[src/rtl/iic_pkg.sv]
// Shared types and constants for the I2C command arbiter.
// Optional busy watchdog is enabled with IIC_ARB_WATCHDOG_EN.
package iic_pkg;

  typedef enum logic [2:0] {
    IDLE,
    LAUNCH,
    WAIT_HI,
    WAIT_LO,
    CHECK,
    RESP
  } state_t;

  localparam logic WR = 1'b0;
  localparam logic RD = 1'b1;

  localparam int NREQ     = 2;
  localparam int REQ_INIT = 0;
  localparam int REQ_MAN  = 1;

  // Round-robin pick: on contention the requester not granted last wins.
  function automatic logic [1:0] rr_pick(
    input logic [1:0] req,
    input logic       last
  );
    logic [1:0] g;
    g = 2'b00;
    unique case (req)
      2'b01:   g = 2'b01;
      2'b10:   g = 2'b10;
      2'b11:   g = last ? 2'b01 : 2'b10;
      default: g = 2'b00;
    endcase
    return g;
  endfunction

endpackage

[src/rtl/iic_rr_arb2.sv]
// Two-way round-robin arbiter with one-hot grant.
// Pointer remembers the last winner; reset favours requester 0.
module iic_rr_arb2
  import iic_pkg::*;
(
  input  logic       clk_i,
  input  logic       rst,
  input  logic [1:0] i_req,
  input  logic       i_adv,
  output logic [1:0] o_gnt
);

  logic r_last;
  logic [1:0] w_gnt;

  assign w_gnt = rr_pick(i_req, r_last);
  assign o_gnt = w_gnt;

  always_ff @(posedge clk_i) begin
    if (rst) begin
      r_last <= 1'b1;
    end else if (i_adv && (|w_gnt)) begin
      r_last <= w_gnt[REQ_MAN];
    end
  end

endmodule

[src/rtl/iic_cmd_arbiter.sv]
// Arbitrates two command sources onto one iic_drive, with retry on err.
// Define IIC_ARB_WATCHDOG_EN to bound each busy phase by BUSY_TMO cycles.
module iic_cmd_arbiter
  import iic_pkg::*;
#(
  parameter int RETRY_MAX = 3,
  parameter int BUSY_TMO  = 4095
) (
  input  logic        clk_i,
  input  logic        rst,
  input  logic [1:0]  req_vld,
  output logic [1:0]  req_rdy,
  input  logic [1:0]  req_wr_rd,
  input  logic [15:0] req_dev,
  input  logic [31:0] req_reg,
  input  logic [15:0] req_data,
  output logic [1:0]  rsp_vld,
  output logic        rsp_err,
  output logic [7:0]  rsp_data,
  output logic        start_en,
  output logic        wr_rd_flag,
  output logic [7:0]  i2c_device_addr,
  output logic [15:0] register,
  output logic [7:0]  data_byte,
  input  logic        busy,
  input  logic        err,
  input  logic [7:0]  rd_data
);

  localparam int RW =
    (RETRY_MAX > 0) ? $clog2(RETRY_MAX + 1) : 1;
  localparam logic [RW-1:0] RMAX = RW'(RETRY_MAX);

  state_t r_state;

  logic [1:0]    r_own;
  logic [RW-1:0] r_retry;
  logic          r_start;
  logic [1:0]    r_rsp_vld;
  logic          r_rsp_err;
  logic [7:0]    r_rsp_data;
  logic          r_wr_rd;
  logic [7:0]    r_dev;
  logic [15:0]   r_reg;
  logic [7:0]    r_data;

  logic [1:0]  w_gnt;
  logic        w_open;
  logic        w_take;
  logic        w_sel;
  logic        w_wr_rd;
  logic [7:0]  w_dev;
  logic [15:0] w_reg;
  logic [7:0]  w_data;
  logic        w_tmo;

  // Grant only from IDLE, and never while the driver is still busy.
  assign w_open = (r_state == IDLE) && !busy && !rst;
  assign w_take = w_open && (|w_gnt);

  iic_rr_arb2 u_arb (
    .clk_i (clk_i),
    .rst   (rst),
    .i_req (req_vld),
    .i_adv (w_take),
    .o_gnt (w_gnt)
  );

  assign req_rdy = w_open ? w_gnt : 2'b00;

  assign w_sel   = w_gnt[REQ_MAN];
  assign w_wr_rd = w_sel ? req_wr_rd[1] : req_wr_rd[0];
  assign w_dev   = w_sel ? req_dev[15:8] : req_dev[7:0];
  assign w_reg   = w_sel ? req_reg[31:16] : req_reg[15:0];
  assign w_data  = w_sel ? req_data[15:8] : req_data[7:0];

`ifdef IIC_ARB_WATCHDOG_EN
  localparam int TW =
    (BUSY_TMO > 1) ? $clog2(BUSY_TMO + 1) : 1;

  logic [TW-1:0] r_wdog;
  logic          w_wait;

  assign w_wait = (r_state == WAIT_HI) ||
                  (r_state == WAIT_LO);
  assign w_tmo  = w_wait &&
                  (r_wdog == TW'(BUSY_TMO - 1));

  // Restarts for each busy phase.
  always_ff @(posedge clk_i) begin
    if (rst || !w_wait ||
        ((r_state == WAIT_HI) && busy)) begin
      r_wdog <= '0;
    end else begin
      r_wdog <= r_wdog + 1'b1;
    end
  end
`else
  logic w_unused_tmo;
  assign w_unused_tmo = (BUSY_TMO != 0);
  assign w_tmo        = 1'b0;
`endif

  always_ff @(posedge clk_i) begin
    if (rst) begin
      r_state    <= IDLE;
      r_own      <= 2'b00;
      r_retry    <= '0;
      r_start    <= 1'b0;
      r_rsp_vld  <= 2'b00;
      r_rsp_err  <= 1'b0;
      r_rsp_data <= 8'h00;
      r_wr_rd    <= WR;
      r_dev      <= 8'h00;
      r_reg      <= 16'h0000;
      r_data     <= 8'h00;
    end else begin
      r_start   <= 1'b0;
      r_rsp_vld <= 2'b00;
      unique case (r_state)
        IDLE: begin
          if (w_take) begin
            r_own   <= w_gnt;
            r_retry <= '0;
            r_wr_rd <= w_wr_rd;
            r_dev   <= w_dev;
            r_reg   <= w_reg;
            r_data  <= w_data;
            r_start <= 1'b1;
            r_state <= LAUNCH;
          end
        end
        LAUNCH: begin
          r_state <= WAIT_HI;
        end
        WAIT_HI: begin
          if (busy) begin
            r_state <= WAIT_LO;
          end else if (w_tmo) begin
            r_rsp_vld  <= r_own;
            r_rsp_err  <= 1'b1;
            r_rsp_data <= 8'h00;
            r_state    <= RESP;
          end
        end
        WAIT_LO: begin
          if (!busy) begin
            r_state <= CHECK;
          end else if (w_tmo) begin
            r_rsp_vld  <= r_own;
            r_rsp_err  <= 1'b1;
            r_rsp_data <= 8'h00;
            r_state    <= RESP;
          end
        end
        CHECK: begin
          if (err && (r_retry < RMAX)) begin
            r_retry <= r_retry + 1'b1;
            r_start <= 1'b1;
            r_state <= LAUNCH;
          end else begin
            r_rsp_vld  <= r_own;
            r_rsp_err  <= err;
            r_rsp_data <= (r_wr_rd == RD) ? rd_data : 8'h00;
            r_state    <= RESP;
          end
        end
        RESP: begin
          r_state <= IDLE;
        end
        default: begin
          r_state <= IDLE;
        end
      endcase
    end
  end

  assign start_en        = r_start;
  assign rsp_vld         = r_rsp_vld;
  assign rsp_err         = r_rsp_err;
  assign rsp_data        = r_rsp_data;
  assign wr_rd_flag      = r_wr_rd;
  assign i2c_device_addr = r_dev;
  assign register        = r_reg;
  assign data_byte       = r_data;

endmodule
[config.mk]
export PLATFORM = sky130hd
export DESIGN_NAME = iic_cmd_arbiter
export DESIGN_NICKNAME = d
export VERILOG_FILES = /design/src/rtl/iic_pkg.sv /design/src/rtl/iic_rr_arb2.sv /design/src/rtl/iic_cmd_arbiter.sv
export SDC_FILE = /design/constraint.sdc
export NUM_CORES = 1
export LEC_CHECK = 0
export CAP_MARGIN = 20
export CORE_MARGIN = 2
export CORE_UTILIZATION = 41
export DETAILED_ROUTE_END_ITERATION = 10
export GPL_TIMING_DRIVEN = 0
export PLACE_DENSITY = 0.81
export SETUP_SLACK_MARGIN = 0.3
export SYNTH_ARGS = -nofsm -noshare
export SYNTH_HDL_FRONTEND = slang
export SYNTH_SLANG_ARGS = --single-unit
[constraint.sdc]
create_clock -name clk_i -period 1.49 [get_ports clk_i]
set_input_delay 0.149 -clock clk_i [delete_from_list [all_inputs] [get_ports clk_i]]
set_output_delay 0.149 -clock clk_i [all_outputs]
set_load 0.01 [all_outputs]
After elaboration in Yosys (flattened, before gate mapping)

Index checks and enable logic that the tools add are counted.

Bits in registers: 53
Bits in latches: 0
Memory bits (writable): 0
Bits in read-only memories: 0
Bits of input ports: 80
Output and inout bits: 47
Word-level logic and storage cells: 61
Memories: 0

$add $sub $neg: 1
$mul: 0
Div/mod/pow operators: 0
Magnitude comparators: 1
Eq/ne operators: 11
Shift-type cells: 0
Muxes and demuxes: 19
Bitwise operators: 2
Reductions and logical operators: 15

Operator list:

| cell                                               | number |
|---|---|
| two-way mux 8 bit                                  | 3 |
| two-way mux 16 bit                                 | 1 |
| one-hot mux 3 bit (5 select lines)                 | 1 |
| two-way mux 3 bit                                  | 4 |
| two-way mux 2 bit                                  | 4 |
| == test 3 x 2 -> 1 bit (second input constant)     | 2 |
| != test 2 bit (second input constant)              | 3 |
| one-hot mux 2 bit (3 select lines)                 | 1 |
| AND reduction 3 bit                                | 2 |
| logical AND 1 bit                                  | 5 |
| == test 2 bit (second input constant)              | 2 |
| one-hot mux 2 bit (2 select lines)                 | 1 |
| AND reduction 2 bit                                | 2 |
| == test 3 x 1 -> 1 bit (second input constant)     | 1 |
| == test 3 bit (second input constant)              | 1 |
| logical NOT 3 bit                                  | 1 |
| two-way mux 1 bit                                  | 3 |
| OR reduction 3 bit                                 | 1 |
| adder 2 x 1 -> 2 bit (second input constant)       | 1 |
| == test 2 x 1 -> 1 bit (second input constant)     | 1 |
| logical NOT 1 bit                                  | 2 |
| less-than comparator 2 bit (second input constant) | 1 |
| != test 2 x 1 -> 1 bit (second input constant)     | 1 |
| inverter 1 bit                                     | 2 |
| other kinds (3)                                    | 3 |

Logic depth before layout (Yosys ltp)

Word-level depth: 6
Mapped depth: 6
Depth with buffers taken out: 4

Modules after synthesis

From an unflattened synthesis, not the netlist that was laid out.

Cells, all modules: 249
Area, all modules: 2451.1 µm²

By module, submodules not included:

| module          | times used | cells an instance | area an instance (µm²) | sequential area each (µm²) |
|---|---|---|---|---|
| iic_cmd_arbiter | 1          | 242               | 2389.8                 | 1041.0 |
| iic_rr_arb2     | 1          | 7                 | 61.3                   | 20.0 |

Worst setup path before layout

Ideal clock, no wire load.

Path kind: register to output
Start point: register r_state[1]
End point: output req_rdy[1]
Arrival time: 1.192 ns
Slack: 0.149 ns
Stages on the path, launching flop included: 6
Path buffers: 2
Cells stage by stage: dfxtp_1 nor3_4 and3_1 buf_6 buf_6 o21a_1

Word-level cells in the longest chain between the ends: 4

Ends and longest elaborated chain:

| what                           | RTL line               | source |
|---|---|---|
| from (decl)                    | iic_cmd_arbiter.sv:34  | `state_t r_state;` |
| from (signal assigned)         | iic_cmd_arbiter.sv:106 | `r_state <= IDLE;` |
| from (signal assigned)         | iic_cmd_arbiter.sv:130 | `r_state <= LAUNCH;` |
| from (signal assigned)         | iic_cmd_arbiter.sv:134 | `r_state <= WAIT_HI;` |
| logical NOT 3 bit              | iic_cmd_arbiter.sv:58  | `assign w_open = (r_state == IDLE) && !busy && !rst;` |
| logical AND 1 bit (2 in a row) | iic_cmd_arbiter.sv:58  |  |
| two-way mux 2 bit              | iic_cmd_arbiter.sv:69  | `assign req_rdy = w_open ? w_gnt : 2'b00;` |
| to (decl)                      | iic_cmd_arbiter.sv:12  | `output logic [1:0] req_rdy,` |

Every way passes these cells.

Worst setup path in the final report

Start point: register r_state[1]
End point: output req_rdy[0]

Same word-level chain as after synthesis.

==> flow_summary_export.csv <==
group,metric,value,unit
synthesis,synthTopCellsByCount,"dfxtp_1, a31oi_1, nand3b_1",
setup_path,cp.arrival,1.56,ns
floorplan,placement_rows,29,
grt,grt_util_met2,41.12,%
synthesis,synth_nets,357,
synthesis,synth_area,2719,um2
place,dp.cells,478,
drt,wirelength,10.67,mm
power,leakage,1.888,nW
power,powerDensity,718.9,nW/um2
drt,routed_via_density,6.060,
clock_tree,cts_tree,"done",
timing,skew,0.006935,ns
setup_path,cp-endpoint,"req_rdy[0]",
grt,antenna_found_initial,0,
synthesis,synthDistinctLibCells,39,
floorplan,core_area,6386,um2
drt,ant_nets,0,
grt,overflow,0,
setup_path,cp_max_fo,4,
synthesis,yosysMostFrequentCell,"dfxtp_1",
grt,met3_usage,3.210,%
clock_tree,cts_root_buf,"clkbuf_8",
setup_path,r2r_setup_slack,-0.08,ns
setup_path,start_kind,"register",
setup_path,cp-startpoint,"r_state[1]",
synthesis,yosysTopAreaCell,"dfxtp_1",
setup_path,worstReg2RegEnd,"r_retry[1]",
drt,vias,3133,
grt,grt.total_usage,24.67,%
timing,finalSetupViolations,27,
place,finalWeightedCongestion,0.7950,
clock_tree,h-tree-depth,2,
final_layout,finalNonFillerCells,517,
power,totalPowerFinal,0.003550,W
final_layout,layout.nets,520,
timing,fmax,586.4,MHz
clock_tree,cts_buffers,5,
synthesis,yosysTopAreaCellShare,39.02,%
synthesis,seq_area_frac_synth,39.02,%
timing,max_slew_margin,51.62,%
outcome,status,"finished, violations left",
timing,fin_crit,1.705,ns
floorplan,initial_core_util,42.57,%
final_layout,syn2layout_area_growth,81.64,%
power,vdd_ir_drop_max,0.6911,mV
drt,drtPass1Iterations,5,
timing,timing.final.ws_setup,-0.2154,ns
final_layout,fin_util,77.33,%
setup_path,critical_path_class,"register to output port",
grt,grt_busiest_layer,"met2",
grt,grt_max_degree,17,
outcome,failed_checks,"negative setup slack",
floorplan,fp.dieH,85.44,um
synthesis,async_flop_share,0,%
timing,slew_viol_final,0,
final_layout,antennaDiodeCount,0,
floorplan,die_area,7299,um2
timing,hold_viol_final,0,
setup_path,rr_startpoint,"r_state[1]",
synthesis,postSynthCellCount,276,
setup_path,cp_data_required_time,1.34,ns
synthesis,synth_enable_flop_cells,0,
grt,grt_pass1_vias,2940,
clock_tree,hold_buffers,0,
clock_tree,clockBufferDepth,2,
synthesis,synth-seq-cells,53,
synthesis,avgSynthCellArea,9.851,um2
hold_path,hold_class,"input pin to register",
clock_tree,cts.sinks,53,
setup_path,crit_path_end_kind,"output port",
synthesis,yosys_most_used_dff,"dfxtp_1",
floorplan,io_pins,127,
drt,drtIter0Drc,175,
flow_run,cap_violations,0,
drt,drc_errors,0,
final_layout,drive_gt1_share,30.91,%
grt,use_met1,32.63,%
floorplan,die_w,85.44,um
place,dp_hpwl,6.364,mm
timing,rsz0062_at_grt,"true",
clock_tree,clk_pin_slew,0.10,ns
synthesis,yosys-top-cells-area,"dfxtp_1, a311oi_2, nand3b_1",
setup_path,r2r_cells,8,
grt,grt_pass1_wl,14.63,mm
timing,period_share,114.5,%
drt,wl_per_cell,20.64,um
timing,tightest_slew,0.7257,ns
synthesis,yosysWarningCount,0,
place,portBuffers,125,
clock_tree,clock_insertion_delay_worst_skew,0.32,ns
==> sequential cells by signal, summed over array words and instances, names as in the netlist <==
register,cells
rsp_err,1
rsp_vld,2
data_byte,8
r_retry,2
wr_rd_flag,1
r_state,3
u_arb.r_last,1
register,16
i2c_device_addr,8
r_own,2
rsp_data,8
start_en,1
==> where the power goes <==
part,total (W),leakage (nW),switching (W),internal (W)
Clock,0.000832,0.0439,0.000507,0.000326
Sequential,0.00155,0.435,0.0000575,0.00149
Combinational,0.00117,1.41,0.000524,0.000643
Total,0.00355,1.89,0.00109,0.00246
==> per-layer routing <==
layer	wire, um	share of wire [%]
met5	0	0
met3	665	6.2
met4	432	4.0
met1	4384	41
met2	5190	49
==> worst max-delay path: stages, from the launching register on <==
cell	delay (ns)
dfxtp_4	0.37
nor3_4	0.20
buf_4	0.14
buf_6	0.11
and4b_2	0.29
buf_6	0.12
==> cell families (layout without fill, tap and decap cells) <==
logic type / Yosys count / count (layout) / synth area share [%]
simple gates: 61 / 61 / 15.83
fa+ha+maj: 1 / 1 / 0.4601
flops: 53 / 53 / 39.02
compound gates: 123 / 123 / 37.32
buf+inv: 38 / 202 / 7.363
==> cell type report <==
| class | instances | area, um2 |
|---|---|---|
| Clock buffer | 5 | 68.82 |
| Clock inverter | 3 | 17.52 |
| Multi-Input combinational cell | 185 | 1728 |
| Inverter | 2 | 7.507 |
| Fill cell | 439 | 1448 |
| Sequential cell | 53 | 1076 |
| Buffer | 36 | 320.3 |
| Tap cell | 77 | 96.34 |
| Timing Repair Buffer | 156 | 1624 |
==> metrics by stage <==
stage / TNS (ns) / setup slack [ns] / hold WS [ns] / instance area [um2]
2_1_floorplan: 0 / 0.2096 / 0.2747 / 2764
3_3_place_gp: -15.76 / -0.7767 / 0.4534 / 4111
3_5_place_dp: -16.87 / -0.7666 / 0.4647 / 4111
4_1_cts: -0.2381 / -0.1251 / 0.1531 / 4350
5_1_grt: -3.017 / -0.2504 / 0.1465 / 4938
6_report: -1.579 / -0.2154 / 0.1529 / 4938
==> worst min path at each step <==
stage                    start                  to  depth (start not counted)
floorplan           rd_data[0]         rsp_data[0]                          1
global placement      r_own[0]          rsp_vld[0]                          2
detailed placement    r_own[0]          rsp_vld[0]                          2
CTS                 req_vld[0]        data_byte[1]                          3
global route        req_vld[0]  i2c_device_addr[6]                          3
finish              req_vld[0]  i2c_device_addr[6]                          3
==> cell usage in the layout, fill, tap and decap left out, types with 5 or more instances in the layout <==
cell type / instances
o21ai_0: 32
clkbuf_1: 8
dlygate4sd2_1: 48
clkbuf_16: 7
buf_4: 12
buf_12: 6
buf_6: 15
a31oi_1: 25
a22o_1: 8
nand3b_1: 35
dfxtp_1: 47
a31oi_4: 11
buf_2: 7
a311oi_2: 29
buf_8: 8
clkdlybuf4s50_1: 75
clkbuf_8: 5
==> repair_timing <==
action / 4_1_cts / 5_1_grt
endpoints found under the setup margin: 99 / 53
resized for setup: 94 / 71
buffers inserted: 12 / 11
cloned: 1 / 7
pin swaps: 11 / 44
Note: power is estimated with default switching activity, not from simulation.
